[src/rtl/zle_arb2_pkg.sv]
// Shared definitions for the two-stream zero run-length encoder arbiter:
// owner encoding, FSM state constants, code format and tag layout.
package zle_arb2_pkg;

  localparam logic OWN_A = 1'b0;
  localparam logic OWN_B = 1'b1;

  localparam logic [0:0] ST_IDLE  = 1'b0;
  localparam logic [0:0] ST_GRANT = 1'b1;

  localparam int unsigned RUN_FLAG_BIT = 3;
  localparam int unsigned RUN_MAX      = 16;

  // One tag per code-producing token; two=1 means the token yields two codes.
  typedef struct packed {
    logic owner;
    logic two;
  } tag_t;

  // Number of codes the encoder will emit for accepting tok with zcnt zeros pending.
  function automatic logic [1:0] codes_for(input logic [2:0] tok, input logic [4:0] zcnt);
    if (tok != 3'd0) return (zcnt != 5'd0) ? 2'd2 : 2'd1;
    return (zcnt == 5'(RUN_MAX - 1)) ? 2'd1 : 2'd0;
  endfunction

endpackage

[src/rtl/zle_arb2_tagfifo.sv]
// Owner-tag FIFO: each entry routes one or two encoder codes to their stream.
// "take" consumes one code from the head entry, popping it once exhausted.
module zle_arb2_tagfifo
  import zle_arb2_pkg::*;
#(
  parameter int unsigned DEPTH = 4
) (
  input  logic clock,
  input  logic reset,
  input  logic push,
  input  tag_t push_tag,
  input  logic take,
  output logic head_owner,
  output logic empty,
  output logic full
);

  localparam int unsigned AW = (DEPTH > 1) ? $clog2(DEPTH) : 1;

  tag_t          mem [DEPTH];
  logic [AW-1:0] rd_ptr;
  logic [AW-1:0] wr_ptr;
  logic [AW:0]   count;
  logic          pop;
  logic          dec;
  logic          do_push;

  always_comb begin
    empty      = (count == '0);
    full       = (count == (AW+1)'(DEPTH));
    head_owner = mem[rd_ptr].owner;
    pop        = take && !empty && !mem[rd_ptr].two;
    dec        = take && !empty && mem[rd_ptr].two;
    // A pop frees the head slot first, so a push is legal even when full.
    do_push    = push && (!full || pop);
  end

  always_ff @(posedge clock) begin
    if (dec)     mem[rd_ptr].two <= 1'b0;
    if (do_push) mem[wr_ptr]     <= push_tag;
  end

  always_ff @(posedge clock) begin
    if (reset) begin
      rd_ptr <= '0;
      wr_ptr <= '0;
      count  <= '0;
    end else begin
      if (pop)     rd_ptr <= rd_ptr + 1'b1;
      if (do_push) wr_ptr <= wr_ptr + 1'b1;
      case ({do_push, pop})
        2'b10:   count <= count + 1'b1;
        2'b01:   count <= count - 1'b1;
        default: count <= count;
      endcase
    end
  end

endmodule

[src/rtl/zle_arb2.sv]
// Two-requester arbiter sharing one zero run-length encoder between streams A and B.
// Ownership changes only when no zero run is pending; output codes are routed by owner tags.
module zle_arb2
  import zle_arb2_pkg::*;
#(
  parameter int unsigned BURST    = 8,
  parameter int unsigned TAGDEPTH = 4
) (
  input  logic       clock,
  input  logic       reset,
  input  logic [2:0] a_d,
  input  logic       a_v,
  output logic       a_b,
  input  logic [2:0] b_d,
  input  logic       b_v,
  output logic       b_b,
  output logic [2:0] e_i_d,
  output logic       e_i_v,
  input  logic       e_i_b,
  input  logic [3:0] e_o_d,
  input  logic       e_o_v,
  output logic       e_o_b,
  output logic [3:0] oa_d,
  output logic       oa_v,
  input  logic       oa_b,
  output logic [3:0] ob_d,
  output logic       ob_v,
  input  logic       ob_b
);

  localparam logic [7:0] BURST_MAX = 8'(BURST);

  logic [0:0] state;
  logic       owner;
  logic       last_owner;
  logic [4:0] zcnt;
  logic [7:0] bcnt;

  logic       granted;
  logic       own_v;
  logic       oth_v;
  logic [2:0] own_d;
  logic       yield_sw;
  logic       go_idle;
  logic       own_b;
  logic       accept;
  logic [1:0] ncodes;
  logic       tag_push;
  tag_t       push_tag;
  logic [4:0] zcnt_nxt;
  logic       pick;
  logic       tagfull;
  logic       tagempty;
  logic       head_owner;
  logic       take;

  always_comb begin
    granted  = (state == ST_GRANT);
    own_v    = (owner == OWN_A) ? a_v : b_v;
    own_d    = (owner == OWN_A) ? a_d : b_d;
    oth_v    = (owner == OWN_A) ? b_v : a_v;
    // The owner is held off in the switch cycle so no zero can open a run mid-handover.
    yield_sw = granted && (zcnt == '0) && oth_v && ((bcnt == BURST_MAX) || !own_v);
    go_idle  = granted && (zcnt == '0) && !a_v && !b_v;
    e_i_v    = granted && own_v && !tagfull && !yield_sw;
    e_i_d    = granted ? own_d : '0;
    accept   = e_i_v && !e_i_b;
    own_b    = e_i_b || tagfull || yield_sw;
    a_b      = !(granted && (owner == OWN_A)) || own_b;
    b_b      = !(granted && (owner == OWN_B)) || own_b;
    ncodes   = codes_for(own_d, zcnt);
    tag_push = accept && (ncodes != 2'd0);
    push_tag = '{owner: owner, two: (ncodes == 2'd2)};
    zcnt_nxt = ((own_d != 3'd0) || (zcnt == 5'(RUN_MAX - 1))) ? '0 : zcnt + 5'd1;
    pick     = (a_v && b_v) ? !last_owner : (a_v ? OWN_A : OWN_B);
  end

  always_comb begin
    e_o_b = tagempty || ((head_owner == OWN_B) ? ob_b : oa_b);
    oa_v  = e_o_v && !tagempty && (head_owner == OWN_A);
    ob_v  = e_o_v && !tagempty && (head_owner == OWN_B);
    oa_d  = e_o_d;
    ob_d  = e_o_d;
    take  = e_o_v && !e_o_b;
  end

  always_ff @(posedge clock) begin
    if (reset) begin
      state      <= ST_IDLE;
      owner      <= OWN_A;
      last_owner <= OWN_B;
      zcnt       <= '0;
      bcnt       <= '0;
    end else begin
      case (state)
        ST_IDLE: begin
          if (a_v || b_v) begin
            state      <= ST_GRANT;
            owner      <= pick;
            last_owner <= pick;
            bcnt       <= '0;
          end
        end
        default: begin
          if (accept) begin
            zcnt <= zcnt_nxt;
            if (bcnt != BURST_MAX) bcnt <= bcnt + 8'd1;
          end
          if (yield_sw) begin
            owner      <= !owner;
            last_owner <= !owner;
            bcnt       <= '0;
          end else if (go_idle) begin
            state <= ST_IDLE;
          end
        end
      endcase
    end
  end

  zle_arb2_tagfifo #(
    .DEPTH(TAGDEPTH)
  ) u_tagfifo (
    .clock     (clock),
    .reset     (reset),
    .push      (tag_push),
    .push_tag  (push_tag),
    .take      (take),
    .head_owner(head_owner),
    .empty     (tagempty),
    .full      (tagfull)
  );

endmodule

[config.mk]
export PLATFORM = sky130hd
export DESIGN_NAME = zle_arb2
export DESIGN_NICKNAME = d
export VERILOG_FILES = /design/src/rtl/zle_arb2_pkg.sv /design/src/rtl/zle_arb2_tagfifo.sv /design/src/rtl/zle_arb2.sv
export SDC_FILE = /design/constraint.sdc
export NUM_CORES = 1
export LEC_CHECK = 0
export CAP_MARGIN = 20
export CORE_ASPECT_RATIO = 0.7
export CORE_MARGIN = 2
export CORE_UTILIZATION = 53
export CTS_CLUSTER_DIAMETER = 50
export DETAILED_ROUTE_END_ITERATION = 6
export HOLD_SLACK_MARGIN = 0.05
export PLACE_DENSITY = 0.92
export REMOVE_ABC_BUFFERS = 1
export SLEW_MARGIN = 40
export SYNTH_ARGS = -nofsm -noshare
export SYNTH_HDL_FRONTEND = slang
export SYNTH_SLANG_ARGS = --single-unit
[constraint.sdc]
create_clock -name clock -period 3.9 [get_ports clock]
set_input_delay 0.39 -clock clock [delete_from_list [all_inputs] [get_ports clock]]
set_output_delay 0.39 -clock clock [all_outputs]
set_load 0.005 [all_outputs]
==> impl_metrics.env <==
export IMPL_critPathRequiredTime_ns=4.12
export IMPL_synth_cell_types=50
export IMPL_grt_setup_unrepaired="no"
export IMPL_min_delay_path_class="reg2reg"
export IMPL_power_leakage_uw=0.000902
export IMPL_final_nets=273
export IMPL_synth_edff_count=8
export IMPL_setup_ws_ns=0.691
export IMPL_path_buf_inv=3
export IMPL_viasPerCell=5.74
export IMPL_cts_buffers=5
export IMPL_netlist_top_cells_area="dfxtp_1, edfxtp_1, ha_1"
export IMPL_ir_drop_mv=0.176
export IMPL_power_density_nw_per_um2=310
export IMPL_area_growth_pct=12.6
export IMPL_synth_flop_cell="dfxtp_1"
export IMPL_postCtsSetupRepairBufs=0
export IMPL_insertion_delay_ns=0.29
export IMPL_dr_pass1_iters=4
export IMPL_max_slew_margin_pct=52.5
export IMPL_start_kind="flip-flop"
export IMPL_die_w_microns=78.3
export IMPL_overflow=0
export IMPL_hold_viol=0
export IMPL_path_delay_family="compound AO/OA/AOI/OAI gates"
export IMPL_dieArea_sq_um=4390
export IMPL_mappedNetlistArea_sq_um=2050
export IMPL_crit_slowest_cell="nor4b_1"
export IMPL_seqCellArea_sq_um=741
export IMPL_dp_hpwl_microns=3510
export IMPL_max_clock_freq_mhz=312
export IMPL_drcViolationCount=0
export IMPL_portBuffers=22
export IMPL_cts_buffer_depth=2
export IMPL_post_drt_wl_per_cell_microns=15.5
export IMPL_boundaryPins=35
export IMPL_syn_area_per_cell_sq_um=9.11
export IMPL_cts_sinks=33
export IMPL_path_class="reg2reg"
export IMPL_fill_cells=290
export IMPL_maxCapViolCount=0
export IMPL_coreArea_sq_um=3600
export IMPL_worst_setup_path_end_kind="flip-flop"
export IMPL_status="finished, final reports clean"
export IMPL_placed_cells=283
export IMPL_synth_top_area_cell="dfxtp_1"
export IMPL_seq_area_frac_synth_pct=36.1
export IMPL_critPathMaxStageDelay_ns=0.45
export IMPL_netlist_instances=225
export IMPL_slew_violations=0
export IMPL_cts_tree="done"
export IMPL_worstMarginPinSlew_ns=0.708
export IMPL_crit_fanout=9
export IMPL_diodes=0
export IMPL_cts_resized=0
export IMPL_grt_pass1_wl_microns=7410
export IMPL_first_global_vias=1570
export IMPL_multi_input_area_sq_um=1120
export IMPL_yosys_warnings=0
export IMPL_setup_violations=0
export IMPL_fp_dieH_microns=56.0
export IMPL_period_share_pct=82.3
export IMPL_setup_tns_ns=0
export IMPL_hold_buffers=0
export IMPL_fin_skew_ns=0.00376
export IMPL_synth_top_area_share_pct=24.4
export IMPL_postRouteAntennaNets=0
export IMPL_clkTransAtPathRegs_ns=0.07
export IMPL_placedInstanceArea_sq_um=2230
export IMPL_drtIter0Drc=254
export IMPL_cp_cell_sequence="inv_1 > ha_1 > nor4b_1 > a21oi_1 > o2111a_1 > inv_1 > ha_1 > inv_1 > fa_1 > xor2_1 > or3_1 > a21oi_1"
export IMPL_gp_congestion=0.880
export IMPL_stdcell_area_sq_um=2310
export IMPL_wl_microns=4520
export IMPL_drive_gt1_share_pct=9.13
export IMPL_holdWs_ns=0.512
export IMPL_post_place_ws_ns=0.643
export IMPL_layout_cells_non_filler=291
export IMPL_synthArstFlopShare_pct=0
export IMPL_grt_total_usage_pct=22.1
export IMPL_fin_crit_ns=3.21
export IMPL_h_tree_depth=2
export IMPL_ys_ff_latch=33
export IMPL_cp_arrival_ns=3.43
export IMPL_cts_root_buffer_cell="clkbuf_8"
export IMPL_start_util_pct=56.9
export IMPL_num_rows=18
export IMPL_antenna_found_initial=0
export IMPL_via_count=1670
export IMPL_worst_path_most_repeated_cell="inv_1"
export IMPL_grt_start_max_net_pins=21
-- sequential cells by signal (all words and copies together), names as in the netlist, named ones only --
| name | cells |
|---|---|
| u_tagfifo.mem | 8 |
| u_tagfifo.count | 3 |
| u_tagfifo.wr_ptr | 2 |
| zcnt | 5 |
| owner | 1 |
| u_tagfifo.rd_ptr | 2 |
| last_owner | 1 |
| granted | 1 |
| bcnt | 8 |
-- worst paths after layout --
check | start | to | slack (ns) | cells after the start
worst max register to register | bcnt[0] | u_tagfifo.count[2] | 0.69 | 12
worst max-delay path | bcnt[0] | u_tagfifo.count[2] | 0.69 | 12
worst min-delay path | last_owner | last_owner | 0.51 | 2
worst min register to register | last_owner | last_owner | 0.51 | 2
-- cells in the mapped netlist, types with 2 or more instances --
| cell type | n |
|---|---|
| clkbuf_1 | 4 |
| a2bb2oi_1 | 3 |
| or3_1 | 2 |
| mux2i_1 | 9 |
| o32ai_1 | 2 |
| and2_4 | 4 |
| or2_2 | 2 |
| edfxtp_1 | 8 |
| inv_1 | 20 |
| o31ai_1 | 5 |
| xor2_1 | 2 |
| o21ai_0 | 10 |
| and2_1 | 6 |
| nor4b_1 | 2 |
| a21o_1 | 4 |
| ha_1 | 14 |
| xnor2_1 | 2 |
| nand3_1 | 9 |
| buf_4 | 8 |
| a21oi_1 | 7 |
| a211oi_1 | 4 |
| clkbuf_8 | 2 |
| dfxtp_1 | 25 |
| mux4_2 | 2 |
| nor3_1 | 5 |
| nor3b_1 | 2 |
| nor2_1 | 22 |
| nand2_1 | 16 |
| and3_1 | 2 |
| nand4_1 | 2 |
-- cell usage in the layout (no fill, tap or decap), types with 3 or more instances in the layout --
master            n
mux2i_1           9
clkdlybuf4s50_1  22
and2_4            4
o31ai_1           5
ha_1             14
inv_1            20
a211oi_1          4
nand3_1           9
nor2_1           22
and2_1            6
a2bb2oi_1         3
o21ai_0          10
dfxtp_1          25
nor3_1            5
a21oi_1           7
a21o_1            4
edfxtp_1          8
clkbuf_8          5
nand2_1          16
-- routing by layer --
metal	part of all wire [%]	vias to the layer above	track usage [%]
li1	-	818	-
met5	0	-	0
met2	43	63	33.1
met3	7.6	7	7.14
met1	47	782	29.6
met4	2.0	0	8.77
-- cell type report --
class / instances / share of cell area [%]
multi-input combinational: 157 / 48.6
sequential: 33 / 32.1
timing repair buffer: 23 / 9.86
inverter: 20 / 3.25
clock buffer: 5 / 2.98
tap: 50 / 2.71
clock inverter: 3 / 0.542
-- kinds of logic after synthesis --
group / share of synthesized area, %
AOI/OAI and AO/OA: 15.3
xor gates and xnor gates: 1.71
adders and majority gates: 9.52
buffers and inverters: 9.21
DFF: 36.1
muxes: 7.14
and+or+nand+nor: 21.0
-- per-stage QoR --
stage	util, %	power (uW)
CTS	64.1	721
finish	64.1	716
detailed placement	61.8	478
global placement	61.8	474
global route	64.1	748
floorplan	-	430
-- worst register-to-register path, stage by stage (launching register included) --
cell and delay, ns:
dfxtp_1 0.33, inv_1 0.10, ha_1 0.15, nor4b_1 0.45, a21oi_1 0.27, o2111a_1 0.44
inv_1 0.11, ha_1 0.20, inv_1 0.08, fa_1 0.40, xor2_1 0.16, or3_1 0.30
a21oi_1 0.15
-- where the power goes --
group	switching (uW)	internal, uW	total, uW
logic	52.2	50.2	102
registers	12.5	357	370
clock network	124	120	244
total	189	527	716
No activity file was read; power rests on OpenSTA's default activity.
==> patch (same flow settings) <==
The parameter `TAGDEPTH` goes from 4 to 8.
--- a/src/rtl/zle_arb2.sv
+++ b/src/rtl/zle_arb2.sv
@@ -4,7 +4,7 @@
   import zle_arb2_pkg::*;
 #(
   parameter int unsigned BURST    = 8,
-  parameter int unsigned TAGDEPTH = 4
+  parameter int unsigned TAGDEPTH = 8
 ) (
   input  logic       clock,
   input  logic       reset,
Behaviour: not the same (a bounded check fails within 10 cycles, from zero or initial values and one cycle with reset high).
==> patch against the unedited design <==
Sequential share of layout area is 4.6 points higher; non-clock buffer count is 3 higher; total power is 25% higher; sequential cell count is 12 higher; die area is 24% higher; synthesized area is 26% higher; synthesized cell count is 24% higher; worst setup slack better by 1.1 ps; critical path depth is 1 lower; cell count is 21% higher; final area is 25% higher; wire length is 23% higher; critical endpoint unchanged; largest cell class unchanged.
==> patch: results (changes against the unedited design) <==
- Worst Path Arrival: 3450 ps (was 3430 ps)
- Max-slew headroom: 46.8% (was 52.5%)
- Largest net degree at the start of global routing: 27 (was 21)
- Sequential element share of the synthesized area: 41.0% (was 36.1%)
- Layout cells sized above 1: 7.48% (was 9.13%)
- Max incr delay on CP: 540 ps (was 450 ps)
- Post-synth cell types: 53 (was 50)
- First-pass GRT wire length: 9160 um (was 7410 um)
- Worst-path maximum fanout: 7 (was 9)
- Pleak: 0.983 nW (was 0.902 nW)
- Synth top cells by count: nor2_1, dfxtp_1, a21oi_1, edfxtp_1, nand2_1 (was dfxtp_1, nor2_1, inv_1, nand2_1, ha_1)
- Worst-skew pair later-pin latency: 310 ps (was 290 ps)
- Setup slack at placement: 556 ps (was 643 ps)
- Drt wl/cell: 15.9 um (was 15.5 um)
- Sequential share of power: 55.6% (was 51.6%)
- Peak supply drop: 233 uV (was 176 uV)
- Outcome: completed (unchanged)
- Initial antenna violation count: 0 (unchanged)
- GR Util All Layers: 21.3% (was 22.1%)
- Post-DP Area: 0.00280 mm^2 (was 0.00223 mm^2)
- Syn. warnings: 0 (unchanged)
- Clock-pin slew on the worst setup and hold paths: 90 ps (was 70 ps)
- CTS resizes: 0 (unchanged)
- P_sw: 0.000235 W (was 0.000189 W)
- Commonest register cell after synthesis: dfxtp_1 (unchanged)
- Post-synth ARST share: 0% (unchanged)
- Fin nets: 321 (was 273)
- DR iter-0 viols: 181 (was 254)
- RD Place Congestion: 0.917 (was 0.880)
- EDFF count, synth: 16 (was 8)
- Clock power frac: 32.3% (was 34.1%)
- Vias in the first global route: 1,988 (was 1,570)
- Pre-antenna DRT Iters: 5 (was 4)
- HPWL after DPL: 4140 um (was 3510 um)
- Biggest regs: u_tagfifo.mem: 16 flops, bcnt: 8 flops, zcnt: 5 flops (was bcnt: 8 flops, u_tagfifo.mem: 8 flops, zcnt: 5 flops)
- Final clock skew: 5.81 ps (was 3.76 ps)
- Post-CTS setup buffers: 0 (unchanged)
- Via count: 2,141 (was 1,670)
- Synth area leaders: dfxtp_1, edfxtp_1, nor2_1 (was dfxtp_1, edfxtp_1, ha_1)
- Slowest CP cell: mux4_2 (was nor4b_1)
patch: final cells by class:
class / instances / area, um^2
Fill cell: 406 / 1840
Inverter: 9 / 33.8
Multi-Input combinational cell: 206 / 1390
Sequential cell: 45 / 1060
Clock inverter: 3 / 17.5
Clock buffer: 5 / 68.8
Tap cell: 57 / 71.3
Timing Repair Buffer: 26 / 250
patch: metrics by stage:
stage          hold WS (ps)  util (%)  instances  power [W]
2_1_floorplan           434         -        260   0.000568
5_1_grt                 530      61.1        351   0.000928
3_3_place_gp            454      59.3        343   0.000613
3_5_place_dp            480      59.3        343   0.000617
6_report                487      61.1        351   0.000898
4_1_cts                 491      61.1        351   0.000899
patch: logic make-up (layout without fill, tap and decap cells):
logic type	count (synthesis)	in the layout	synth area share, %
fa+ha+maj	10	10	4.84
flops	45	45	41.0
buf+inv	27	43	5.32
simple gates	112	112	22.3
compound gates	58	58	14.6
mux	18	18	9.24
xor+xnor	8	8	2.71
patch: final timing paths:
check,startpoint,endpoint,slack [ps],depth (start not counted)
max,register,u_tagfifo.count[2]$_SDFFE_PP0P_,690,11
min reg2reg,zcnt[4]$_SDFFE_PP0P_,zcnt[4]$_SDFFE_PP0P_,490,2
max reg2reg,register,u_tagfifo.count[2]$_SDFFE_PP0P_,690,11
min,zcnt[4]$_SDFFE_PP0P_,zcnt[4]$_SDFFE_PP0P_,490,2
patch: metal layers:
layer  track usage (%)  share of wire [%]
met1              29.5                 46
met5                 0                  0
met4              6.73                1.4
met2              32.3                 45
met3              5.81                7.5
patch: critical path, delay by kind of cell, from the launching register on:
family                   cells  cell delay (ps)
XOR/XNOR                     2              260
AND/OR/NAND/NOR              2              440
flip-flops                   1              480
AO/OA/AOI/OAI                2              290
adder cells (fa/ha/maj)      2              440
multiplexers                 3             1230
